[src/rtl/dmem_arb_pkg.sv]
// dmem_arb_pkg: read-return owner encoding, default widths and counter limits for the data-RAM arbiter
package dmem_arb_pkg;
  typedef enum logic [1:0] {OWN_NONE, OWN_CPU, OWN_HOST} owner_t;
  localparam int DATA_W = 32;
  localparam int ADDR_W = 10;
  localparam int CNT_W = 16;
  localparam logic [CNT_W-1:0] CNT_SAT = 16'hFFFF;
endpackage

[src/rtl/sat_counter.sv]
// sat_counter: up-counter that holds at all-ones, cleared asynchronously by rstn
module sat_counter
  import dmem_arb_pkg::*;
#(
  parameter int W = CNT_W
) (
  input  logic         CLOCK_50,
  input  logic         rstn,
  input  logic         inc,
  output logic [W-1:0] count
);
  always_ff @(posedge CLOCK_50 or negedge rstn)
    if (!rstn) count <= '0;
    else if (inc && !(&count)) count <= count + 1'b1;
endmodule

[src/rtl/dmem_arbiter.sv]
// dmem_arbiter: shares the single-port data RAM between the CPU MEM stage (priority) and a host port with bounded wait
module dmem_arbiter
  import dmem_arb_pkg::*;
#(
  parameter int DATA_WIDTH = DATA_W,
  parameter int ADDR_WIDTH = ADDR_W,
  parameter int MAX_WAIT   = 8
) (
  input  logic                  CLOCK_50,
  input  logic                  rstn,
  input  logic                  cpu_req,
  input  logic                  cpu_we,
  input  logic [ADDR_WIDTH-1:0] cpu_addr,
  input  logic [DATA_WIDTH-1:0] cpu_wdata,
  output logic                  cpu_stall,
  output logic                  cpu_rvalid,
  output logic [DATA_WIDTH-1:0] cpu_rdata,
  input  logic                  host_valid,
  output logic                  host_ready,
  input  logic                  host_we,
  input  logic [ADDR_WIDTH-1:0] host_addr,
  input  logic [DATA_WIDTH-1:0] host_wdata,
  output logic                  host_rvalid,
  output logic [DATA_WIDTH-1:0] host_rdata,
  output logic                  mem_wr_en,
  output logic [ADDR_WIDTH-1:0] mem_index,
  output logic [DATA_WIDTH-1:0] mem_entry,
  input  logic [DATA_WIDTH-1:0] mem_entry_out,
  output logic [CNT_W-1:0]      host_grants,
  output logic [CNT_W-1:0]      cpu_stall_cycles
);
  localparam logic [7:0] WAIT_LIM = 8'(MAX_WAIT);
  logic [7:0] wait_cnt, wait_nx;
  logic       force_h, grant_host, grant_cpu;
  owner_t     owner, owner_nx;
  // grants are qualified by rstn so every output is quiet while reset is held
  always_comb begin
    force_h     = host_valid && (wait_cnt == WAIT_LIM);
    grant_host  = rstn && host_valid && (!cpu_req || force_h);
    grant_cpu   = rstn && cpu_req && !grant_host;
    host_ready  = grant_host;
    cpu_stall   = cpu_req && grant_host;
    mem_wr_en   = grant_host ? host_we : (grant_cpu && cpu_we);
    mem_index   = grant_host ? host_addr : grant_cpu ? cpu_addr : '0;
    mem_entry   = grant_host ? host_wdata : grant_cpu ? cpu_wdata : '0;
    wait_nx     = (grant_host || !host_valid) ? '0 : (wait_cnt == WAIT_LIM) ? wait_cnt : wait_cnt + 8'd1;
    owner_nx    = (grant_cpu && !cpu_we) ? OWN_CPU : (grant_host && !host_we) ? OWN_HOST : OWN_NONE;
    cpu_rvalid  = (owner == OWN_CPU);
    host_rvalid = (owner == OWN_HOST);
    cpu_rdata   = cpu_rvalid ? mem_entry_out : '0;
    host_rdata  = host_rvalid ? mem_entry_out : '0;
  end
  always_ff @(posedge CLOCK_50 or negedge rstn)
    if (!rstn) begin
      owner    <= OWN_NONE;
      wait_cnt <= '0;
    end else begin
      owner    <= owner_nx;
      wait_cnt <= wait_nx;
    end
  sat_counter #(.W(CNT_W)) u_host_grants (
    .CLOCK_50(CLOCK_50),
    .rstn    (rstn),
    .inc     (grant_host),
    .count   (host_grants)
  );
  sat_counter #(.W(CNT_W)) u_stall_cycles (
    .CLOCK_50(CLOCK_50),
    .rstn    (rstn),
    .inc     (cpu_stall),
    .count   (cpu_stall_cycles)
  );
endmodule

[config.mk]
export PLATFORM = sky130hd
export DESIGN_NAME = dmem_arbiter
export DESIGN_NICKNAME = d
export VERILOG_FILES = /design/src/rtl/dmem_arb_pkg.sv /design/src/rtl/sat_counter.sv /design/src/rtl/dmem_arbiter.sv
export SDC_FILE = /design/constraint.sdc
export NUM_CORES = 1
export LEC_CHECK = 0
export ABC_AREA = 1
export BUFFER_PORTS_ARGS = -buffer_cell sky130_fd_sc_hd__buf_2
export CORE_MARGIN = 2
export CORE_UTILIZATION = 35
export CTS_CLUSTER_SIZE = 10
export DETAILED_ROUTE_END_ITERATION = 7
export HOLD_SLACK_MARGIN = 0.12
export PLACE_DENSITY = 0.8
export SLEW_MARGIN = 20
export SYNTH_ARGS = -nofsm -noshare
export SYNTH_HDL_FRONTEND = slang
export SYNTH_SLANG_ARGS = --single-unit
[constraint.sdc]
create_clock -name CLOCK_50 -period 5.4 [get_ports CLOCK_50]
set_input_delay 1.08 -clock CLOCK_50 [delete_from_list [all_inputs] [get_ports CLOCK_50]]
set_output_delay 1.08 -clock CLOCK_50 [all_outputs]
set_load 0.005 [all_outputs]
==> flow_summary.json, run 1 <==
{
  "synth_ff_type": "dfrtp_1",
  "grt_max_degree": 50,
  "startpoint_type": "input pin",
  "arrival_ps": 2600,
  "synth-seq-cells": 42,
  "worstMarginPinSlew_ps": 916.9,
  "overflow": 0,
  "avgSynthCellArea_um2": 5.835,
  "yosysSeqAreaShare_pct": 29.43,
  "hold_viol": 0,
  "hold_ws_ps": 552.2,
  "yosysUniqueCellTypes": 24,
  "async_reset_ff_share_pct": 100.0,
  "clock-root-buffer": "clkbuf_8",
  "viasPerCell": 4.689,
  "drt-initial-drc-count": 408,
  "grt_pass1_vias": 4053,
  "synthCells": 612,
  "drt-wirelength-per-cell_um": 13.69,
  "maxCapViolCount": 0,
  "synth_top_family_by_area": "simple AND/OR/NAND/NOR gates",
  "cts_resized": 0,
  "hpwlAfterDp_mm": 10.85,
  "dr.pass1.iters": 5,
  "whs_path_depth": 2,
  "syn_area_mm2": 0.003571,
  "crit_type": "in2out",
  "cts.htree.levels": 2,
  "max_freq_mhz": 271.5,
  "synthXorXnorAreaFrac_pct": 4.415,
  "cellPowerDensity_mw_per_mm2": 157.5,
  "grt.total_usage_pct": 23.71,
  "fp.dieH_um": 105.0,
  "layout-drive-gt1-share_pct": 33.64,
  "hold_buffers": 0,
  "grt_first_pass_wirelength_mm": 20.87,
  "areaGrowthSynthToFinish_pct": 41.38,
  "cts_buffer_depth": 2,
  "place.gp.congestion": 0.8347,
  "antenna_found_initial": 7,
  "final_cells": 999,
  "finalClockSkew_ps": 13.01,
  "drc": 0,
  "synth_warnings": 0,
  "coreArea_mm2": 0.009819,
  "synthesis.nets": 738,
  "vias": 4684,
  "fin_nets": 987,
  "crit_required_ps": 4320,
  "slew_headroom_pct": 38.81,
  "wl_mm": 13.68,
  "cp-end-kind": "primary output",
  "p_leak_nw": 3.241,
  "tritoncts": "built",
  "post-place-cells": 987,
  "start_util_pct": 36.37,
  "synth_compound_area_share_pct": 3.889,
  "period_minus_slack_ps": 3683,
  "cp_max_fo": 44,
  "setup-violations-final": 0,
  "synth_mux_area_share_pct": 0,
  "layout_worst_path_cycle_share_pct": 68.20,
  "numCtsBuffers": 5,
  "setup_tns_ps": 0,
  "synthSimpleGateAreaFrac_pct": 49.68,
  "outcome": "complete, no violations",
  "synth_edf_count": 0,
  "die_w_um": 105.0,
  "port_buffers": 264,
  "vdd_drop_max_mv": 0.1760,
  "clk_pin_slew_ps": 80,
  "rows": 36,
  "cts_setup_buffers": 0,
  "cts.sinks": 42,
  "synthAdderAreaFrac_pct": 1.402,
  "die_area_mm2": 0.01103,
  "io_pins": 265,
  "finalMaxSlewViolations": 0,
  "hold_path_class": "reg2reg",
  "rsz0062_at_grt": "false",
  "clk_latency_ps": 300,
  "worstRegToRegCells": 9,
  "ant_nets": 0
}
worst paths after layout:
kind                                          from                                  end  slack (ps)
min in group asynchronous                     rstn  u_host_grants.count[11]$_DFFE_PN0P_         650
hold / removal             wait_cnt[7]$_DFFE_PN0P_              wait_cnt[7]$_DFFE_PN0P_         550
max in group asynchronous                     rstn              wait_cnt[6]$_DFFE_PN0P_        4050
setup / recovery                              rstn                         mem_entry[6]        1720
hold reg to reg            wait_cnt[7]$_DFFE_PN0P_              wait_cnt[7]$_DFFE_PN0P_         550
setup reg to reg           wait_cnt[0]$_DFFE_PN0P_   u_host_grants.count[9]$_DFFE_PN0P_        3450
registers in the layout, indices dropped and copies added (netlist names):
register,count
wait_cnt,8
u_host_grants.count,16
u_stall_cycles.count,16
owner,2
report_power, final:
group	leakage, nW	switching, W	internal, W
Sequential	0.580	0.0000207	0.000329
Clock	0.0579	0.000114	0.000136
Combinational	2.60	0.000106	0.0000894
Total	3.24	0.000241	0.000555
routing by layer:
metal	GRT usage (%)	share of wire [%]	up-vias
li1	-	-	2377
met1	31.38	44	2072
met2	37.48	44	216
met3	8.983	11	13
met4	3.714	0.81	6
met5	0	0.30	-
synth_stat cells (4+ instances only):
| master | n | share of area, % |
|---|---|---|
| dfrtp_1 | 42 | 29 |
| nor2_1 | 106 | 11 |
| nand3_1 | 56 | 7.8 |
| buf_4 | 7 | 1.5 |
| nor2_4 | 4 | 1.3 |
| xnor2_1 | 10 | 2.5 |
| xor2_1 | 8 | 2.0 |
| ha_1 | 4 | 1.4 |
| nand2_1 | 243 | 26 |
| inv_1 | 64 | 6.7 |
| clkbuf_1 | 11 | 1.2 |
| nand4_1 | 11 | 1.9 |
| buf_6 | 4 | 1.3 |
| o21ai_0 | 23 | 3.2 |
logic make-up after synthesis:
family	Yosys count
xor+xnor	18
buf+inv	91
flops	42
fa+ha+maj	4
compound gates	27
simple gates	430
cell type report:
cell class              instances  area, µm²
diodes                          4      10.01
clock buffers                   5      68.82
clock inverters                 3      40.04
fillers                      1017       4771
inverters                      67      252.7
multi-input cells             479       2123
flip-flops and latches         42       1051
well taps                     133      166.4
repair buffers                266       1336
placed cells by master, fill, tap and decap left out:
master	Yosys	layout
nand3_1	56	56
dfrtp_1	42	42
nor2_4	4	4
diode_2	0	4
clkinv_2	0	3
buf_4	7	2
nor2_2	2	2
nand3_2	3	3
o21ai_2	1	1
ha_1	4	4
clkbuf_8	0	5
a21oi_1	3	3
nand2_1	243	242
nor2_1	106	106
nor3_1	3	3
inv_2	2	2
o21ai_0	23	23
inv_1	64	64
bufinv_16	0	1
buf_2	1	264
nand4_1	11	11
xnor2_1	10	10
nand2_2	2	3
xor2_1	8	8
per-stage QoR:
stage,setup slack [ps],total power (W),utilization [%],cell area (µm²)
floorplan,2551,0.0004411,-,3571
global placement,1310,0.0005497,50.17,4926
detailed placement,1730,0.0005519,50.18,4927
CTS,1727,0.0008022,51.29,5036
global route,1520,0.0008439,51.31,5039
finish,1717,0.0007951,51.41,5049
critical path, stage by stage:
cell	delay, ps
buf_2	250
nand2_1	80
inv_1	130
nand2_2	80
inv_2	550
nand2_1	190
nand2_1	110
buf_2	110
Note: power is estimated with default switching activity, not from simulation.
==> run 2: changes to the inputs <==
==> constraint.sdc (replaced) <==
create_clock -name CLOCK_50 -period 3.4 [get_ports CLOCK_50]
set_input_delay 0.68 -clock CLOCK_50 [delete_from_list [all_inputs] [get_ports CLOCK_50]]
set_output_delay 0.68 -clock CLOCK_50 [all_outputs]
set_load 0.005 [all_outputs]
==> run 2 against run 1 <==
Compared with the run above:
- die area stayed put
- core utilization rose by 0.13 points
- count of clock-buffer cells in the layout increased by 1
- combinational power increased by 62%
==> flow_summary.json, run 2 (synthesis results as in run 1) <==
{
  "outcome": "complete, no violations",
  "cts_buffer_depth": 2,
  "fin_nets": 990,
  "maxCapViolCount": 0,
  "max_stage_delay_ps": 540,
  "cp_max_fo": 44,
  "clk_pin_slew_ps": 90,
  "critPathLaunch": "wait_cnt[0]$_DFFE_PN0P_",
  "grt_pass1_vias": 4115,
  "crit_slowest_cell": "inv_2",
  "hpwlAfterDp_mm": 11.22,
  "drc": 0,
  "tritoncts": "built",
  "rsz0062_at_grt": "false",
  "numCtsBuffers": 5,
  "start_util_pct": 36.37,
  "setup-violations-final": 0,
  "finalMaxSlewViolations": 0,
  "layout-drive-gt1-share_pct": 33.64,
  "hold_viol": 0,
  "grt_first_pass_wirelength_mm": 21.33,
  "cp_cell_sequence": "inv_1 > ha_1 > nand3_2 > o21ai_2 > nand2_2 > inv_2 > nand2_1 > nand2_1 > buf_2",
  "place_ws_ps": 570.3,
  "clk_latency_ps": 310,
  "ant_nets": 0,
  "r2r_setup_slack_ps": 1380,
  "cts_setup_buffers": 0,
  "cts_resized": 0,
  "rows": 36,
  "hold_path_class": "in2async",
  "vias": 4654,
  "worstMarginPinSlew_ps": 891.2,
  "period_minus_slack_ps": 2967,
  "cp_common_cell": "nand2_1",
  "dr_wl_met2_mm": 6.375,
  "layout_worst_path_cycle_share_pct": 87.28,
  "die_w_um": 105.0,
  "cellPowerDensity_mw_per_mm2": 242.1,
  "setup_ws_ps": 432.5,
  "antenna_found_initial": 10,
  "coreArea_mm2": 0.009819,
  "vdd_drop_max_mv": 0.2015,
  "biggestRegsByFlops": "u_host_grants.count x16, u_stall_cycles.count x16, wait_cnt x8",
  "drt-wirelength-per-cell_um": 13.99,
  "met3_length_mm": 1.523,
  "startpoint_type": "flop",
  "reg2reg_from": "wait_cnt[0]$_DFFE_PN0P_",
  "io_pins": 265,
  "crit_family": "buffers and inverters",
  "die_area_mm2": 0.01103,
  "viasPerCell": 4.631,
  "grt.total_usage_pct": 24.44,
  "cts.sinks": 42,
  "clock-root-buffer": "clkbuf_8",
  "p_leak_nw": 3.241,
  "dr.pass1.iters": 4,
  "setup_tns_ps": 0,
  "highest_layer": "met5",
  "areaGrowthSynthToFinish_pct": 41.73,
  "met1_length_mm": 5.991,
  "grt_max_degree": 50,
  "max_freq_mhz": 337.0,
  "num-fill-cells": 1024,
  "wl_mm": 14.06,
  "cp-end-kind": "primary output",
  "seqCellArea_mm2": 0.001051,
  "crit_required_ps": 2720,
  "fp.dieH_um": 105.0,
  "arrival_ps": 2290,
  "final_common_cell": "buf_2",
  "slew_headroom_pct": 40.52,
  "crit_buf_inv": 3,
  "layout_common_cells": "buf_2, nand2_1, nor2_1",
  "multi_input_area_mm2": 0.002121,
  "port_buffers": 264,
  "place.gp.congestion": 0.8565,
  "finalClockSkew_ps": 10.73,
  "hold_buffers": 0,
  "crit_type": "reg2out",
  "cts.htree.levels": 2,
  "drt-initial-drc-count": 371,
  "overflow": 0
}
## run 2: cell count changes in the layout (fill, tap and decap cells not counted), sizes merged
| cell | before | now |
|---|---|---|
| bufinv | 1 | 0 |
| clkinv | 3 | 2 |
| buf | 266 | 269 |
| clkbuf | 5 | 6 |
| clkinvlp | 0 | 1 |
| diode | 4 | 7 |
## run 2: area by class of cell
class | instances | share of cell area (%)
sequential | 42 | 20.77
tap | 133 | 3.288
multi-input combinational | 479 | 41.90
clock buffer | 6 | 1.632
inverter | 67 | 4.969
clock inverter | 2 | 0.2472
antenna | 7 | 0.3461
timing repair buffer | 269 | 26.85
## run 2: through the flow
stage / instances / hold WS [ps] / util [%] / total power, W / cell area (µm²)
floorplan: 612 / 384.4 / - / 0.0007006 / 3571
global placement: 990 / 522.8 / 50.40 / 0.0008782 / 4949
detailed placement: 990 / 543.2 / 50.40 / 0.0008819 / 4949
CTS: 998 / 255.5 / 51.36 / 0.001231 / 5044
global route: 999 / 261.6 / 51.39 / 0.001291 / 5046
finish: 1005 / 251.5 / 51.54 / 0.001225 / 5061
## run 2: power by group
group,internal (W),total [W],switching [W]
combinational,0.000145,0.000317,0.000172
sequential,0.000522,0.000556,0.0000333
clock,0.000164,0.000353,0.000189
total,0.000830,0.00123,0.000395
## run 2: worst paths after layout
| check | endpoint | cells past startpoint |
|---|---|---|
| max | mem_entry[25] | 9 |
| max reg2reg | u_host_grants.count[10]$_DFFE_PN0P_ | 9 |
| max in group asynchronous | u_stall_cycles.count[4]$_DFFE_PN0P_ | 2 |
| min in group CLOCK_50 | owner[1]$_DFF_PN0_ | 2 |
| min reg2reg | wait_cnt[7]$_DFFE_PN0P_ | 2 |
| min | wait_cnt[2]$_DFFE_PN0P_ | 1 |
## run 2: routing by layer
metal  up-vias  GRT usage [%]
li1       2385              -
met1      2054          30.97
met2       193          39.05
met3        14          9.981
met4         8          5.333
met5         -              0
==> run 3: changes to the inputs <==
==> constraint.sdc (replaced) <==
create_clock -name CLOCK_50 -period 3.4 [get_ports CLOCK_50]
set_input_delay 0.51 -clock CLOCK_50 [delete_from_list [all_inputs] [get_ports CLOCK_50]]
set_output_delay 0.51 -clock CLOCK_50 [all_outputs]
set_load 0.005 [all_outputs]
==> run 3 against run 2 <==
Compared with the run above:
- register-to-register slack gained 60 ps
- sequential cell count did not move
- design area is 0.17% lower
- routed wire length fell by 1.5%
- global-route usage fell by 0.12 points
- final cell count fell by 0.30%
- non-clock buffer count stayed put
- power fell by 0.44%
- clock power shrank 2%
==> flow_summary.json, run 3 (synthesis results as in run 1) <==
{
  "slew_headroom_pct": 41.67,
  "overflow": 0,
  "setup_ws_ps": 423.9,
  "hpwlAfterDp_mm": 10.96,
  "clk_latency_ps": 300,
  "place_ws_ps": 931.5,
  "switching_share_pct": 31.82,
  "intPower_w": 0.0008317,
  "ant_nets": 0,
  "drc": 0,
  "r2r-end": "u_host_grants.count[10]$_DFFE_PN0P_",
  "clock-root-buffer": "clkbuf_8",
  "cts.sinks": 42,
  "crit_type": "in2out",
  "hold_end": "owner[1]$_DFF_PN0_",
  "finalClockSkew_ps": 10.72,
  "layout-drive-gt1-share_pct": 33.41,
  "power_switching_w": 0.0003882,
  "vdd_drop_max_mv": 0.2328,
  "max_freq_mhz": 336.0,
  "worstMarginPinSlew_ps": 873.9,
  "combPwrFrac_pct": 26.1,
  "crit_required_ps": 2890,
  "r2r_setup_slack_ps": 1440,
  "areaGrowthSynthToFinish_pct": 41.49,
  "biggestRegsByFlops": "u_host_grants.count x16, u_stall_cycles.count x16, wait_cnt x8",
  "grt_first_pass_wirelength_mm": 21.54,
  "start_util_pct": 36.37,
  "numCtsBuffers": 5,
  "viasPerCell": 4.633,
  "cts.htree.levels": 2,
  "max_stage_delay_ps": 550,
  "finalMaxSlewViolations": 0,
  "clockPowerShare_pct": 28.5,
  "place.gp.congestion": 0.8504,
  "grt_pass1_vias": 4211,
  "dr.pass1.iters": 6,
  "cts_resized": 0,
  "antenna_found_initial": 8,
  "utilization_pct": 51.45,
  "hold_path_class": "in2reg",
  "drt-wirelength-per-cell_um": 13.82,
  "layout_worst_path_cycle_share_pct": 87.53,
  "hold_viol": 0,
  "final_common_cell": "buf_2",
  "startpoint_type": "input pin",
  "die_area_mm2": 0.01103,
  "rows": 36,
  "fp.dieH_um": 105.0,
  "whs_path_depth": 2,
  "io_pins": 265,
  "port_buffers": 264,
  "drt-initial-drc-count": 433,
  "p_leak_nw": 3.241,
  "vias": 4642,
  "worstHoldStart": "host_we",
  "cts_buffer_depth": 2,
  "fin_nets": 990,
  "cp-end-kind": "primary output",
  "cp_max_fo": 44,
  "coreArea_mm2": 0.009819,
  "cp_common_cell": "nand2_1",
  "clk_pin_slew_ps": 80,
  "finalPower_w": 0.001220,
  "tritoncts": "built",
  "rsz0062_at_grt": "false",
  "cp_cell_sequence": "dlygate4sd3_1 > buf_2 > nand2_1 > inv_1 > nand2_2 > inv_2 > nand2_1 > nand2_1 > buf_2",
  "layout_common_cells": "buf_2, nand2_1, nor2_1",
  "outcome": "complete, no violations",
  "seqPwrFrac_pct": 45.5,
  "grt_max_degree": 50,
  "setup_tns_ps": 0,
  "grt.total_usage_pct": 24.32,
  "cellPowerDensity_mw_per_mm2": 241.4,
  "worstRegToRegCells": 9,
  "wl_mm": 13.85,
  "maxCapViolCount": 0,
  "crit_slowest_cell": "inv_2",
  "die_w_um": 105.0,
  "period_minus_slack_ps": 2976,
  "setup-violations-final": 0,
  "reg2reg_from": "wait_cnt[0]$_DFFE_PN0P_",
  "arrival_ps": 2470
}
[run 3: worst max path at each step]
stage / end / slack (ps) / start
after detailed placement: mem_index[0] / 930 / wait_cnt[0]$_DFFE_PN0P_
final: mem_entry[25] / 420 / rstn
after global placement: mem_entry[12] / 1020 / rstn
after floorplan: mem_entry[10] / 1450 / wait_cnt[0]$_DFFE_PN0P_
after global routing: mem_entry[3] / 170 / rstn
after CTS: mem_index[0] / 400 / rstn
[run 3: worst max-delay path, delay by kind of cell]
kind	cells	cell delay, ps
buffers and inverters	5	1540
and+or+nand+nor	4	380
[run 3: timing repair]
| item | in CTS | in global routing |
|---|---|---|
| hold endpoints to repair | 5 | 0 |
| hold buffers | 1 | 0 |
| setup buffers | 0 | 0 |
[run 3: through the flow]
step / instance area (µm²) / hold WS, ps / std cells
final: 5052 / 359.8 / 1002
after floorplan: 3571 / 214.4 / 612
after global routing: 5042 / 367.3 / 998
after CTS: 5042 / 359.0 / 998
after global placement: 4941 / 365.1 / 989
after detailed placement: 4941 / 368.6 / 989
[run 3: cell type report]
type,count,area [µm²]
fill,1029,4767
multi-input combinational,479,2121
timing repair buffer,269,1361
sequential,42,1051
inverter,67,251.5
tap,133,166.4
clock buffer,7,86.33
antenna,4,10.01
clock inverter,1,5.005
[run 3: metal layers]
metal | track usage [%] | part of all wire [%] | vias to the layer above
li1 | - | - | 2378
met1 | 32.10 | 43 | 1999
met2 | 38.64 | 44 | 229
met3 | 8.671 | 11 | 28
met4 | 4.476 | 1.4 | 8
met5 | 0 | 0.38 | -
[run 3: power groups by stage]
stage	registers, W	logic, W	clock network [W]
finish	0.000554	0.000318	0.000347
global route	0.000560	0.000358	0.000368
CTS	0.000553	0.000322	0.000347
detailed placement	0.000563	0.000318	0
global placement	0.000563	0.000315	0
floorplan	0.000559	0.000141	0
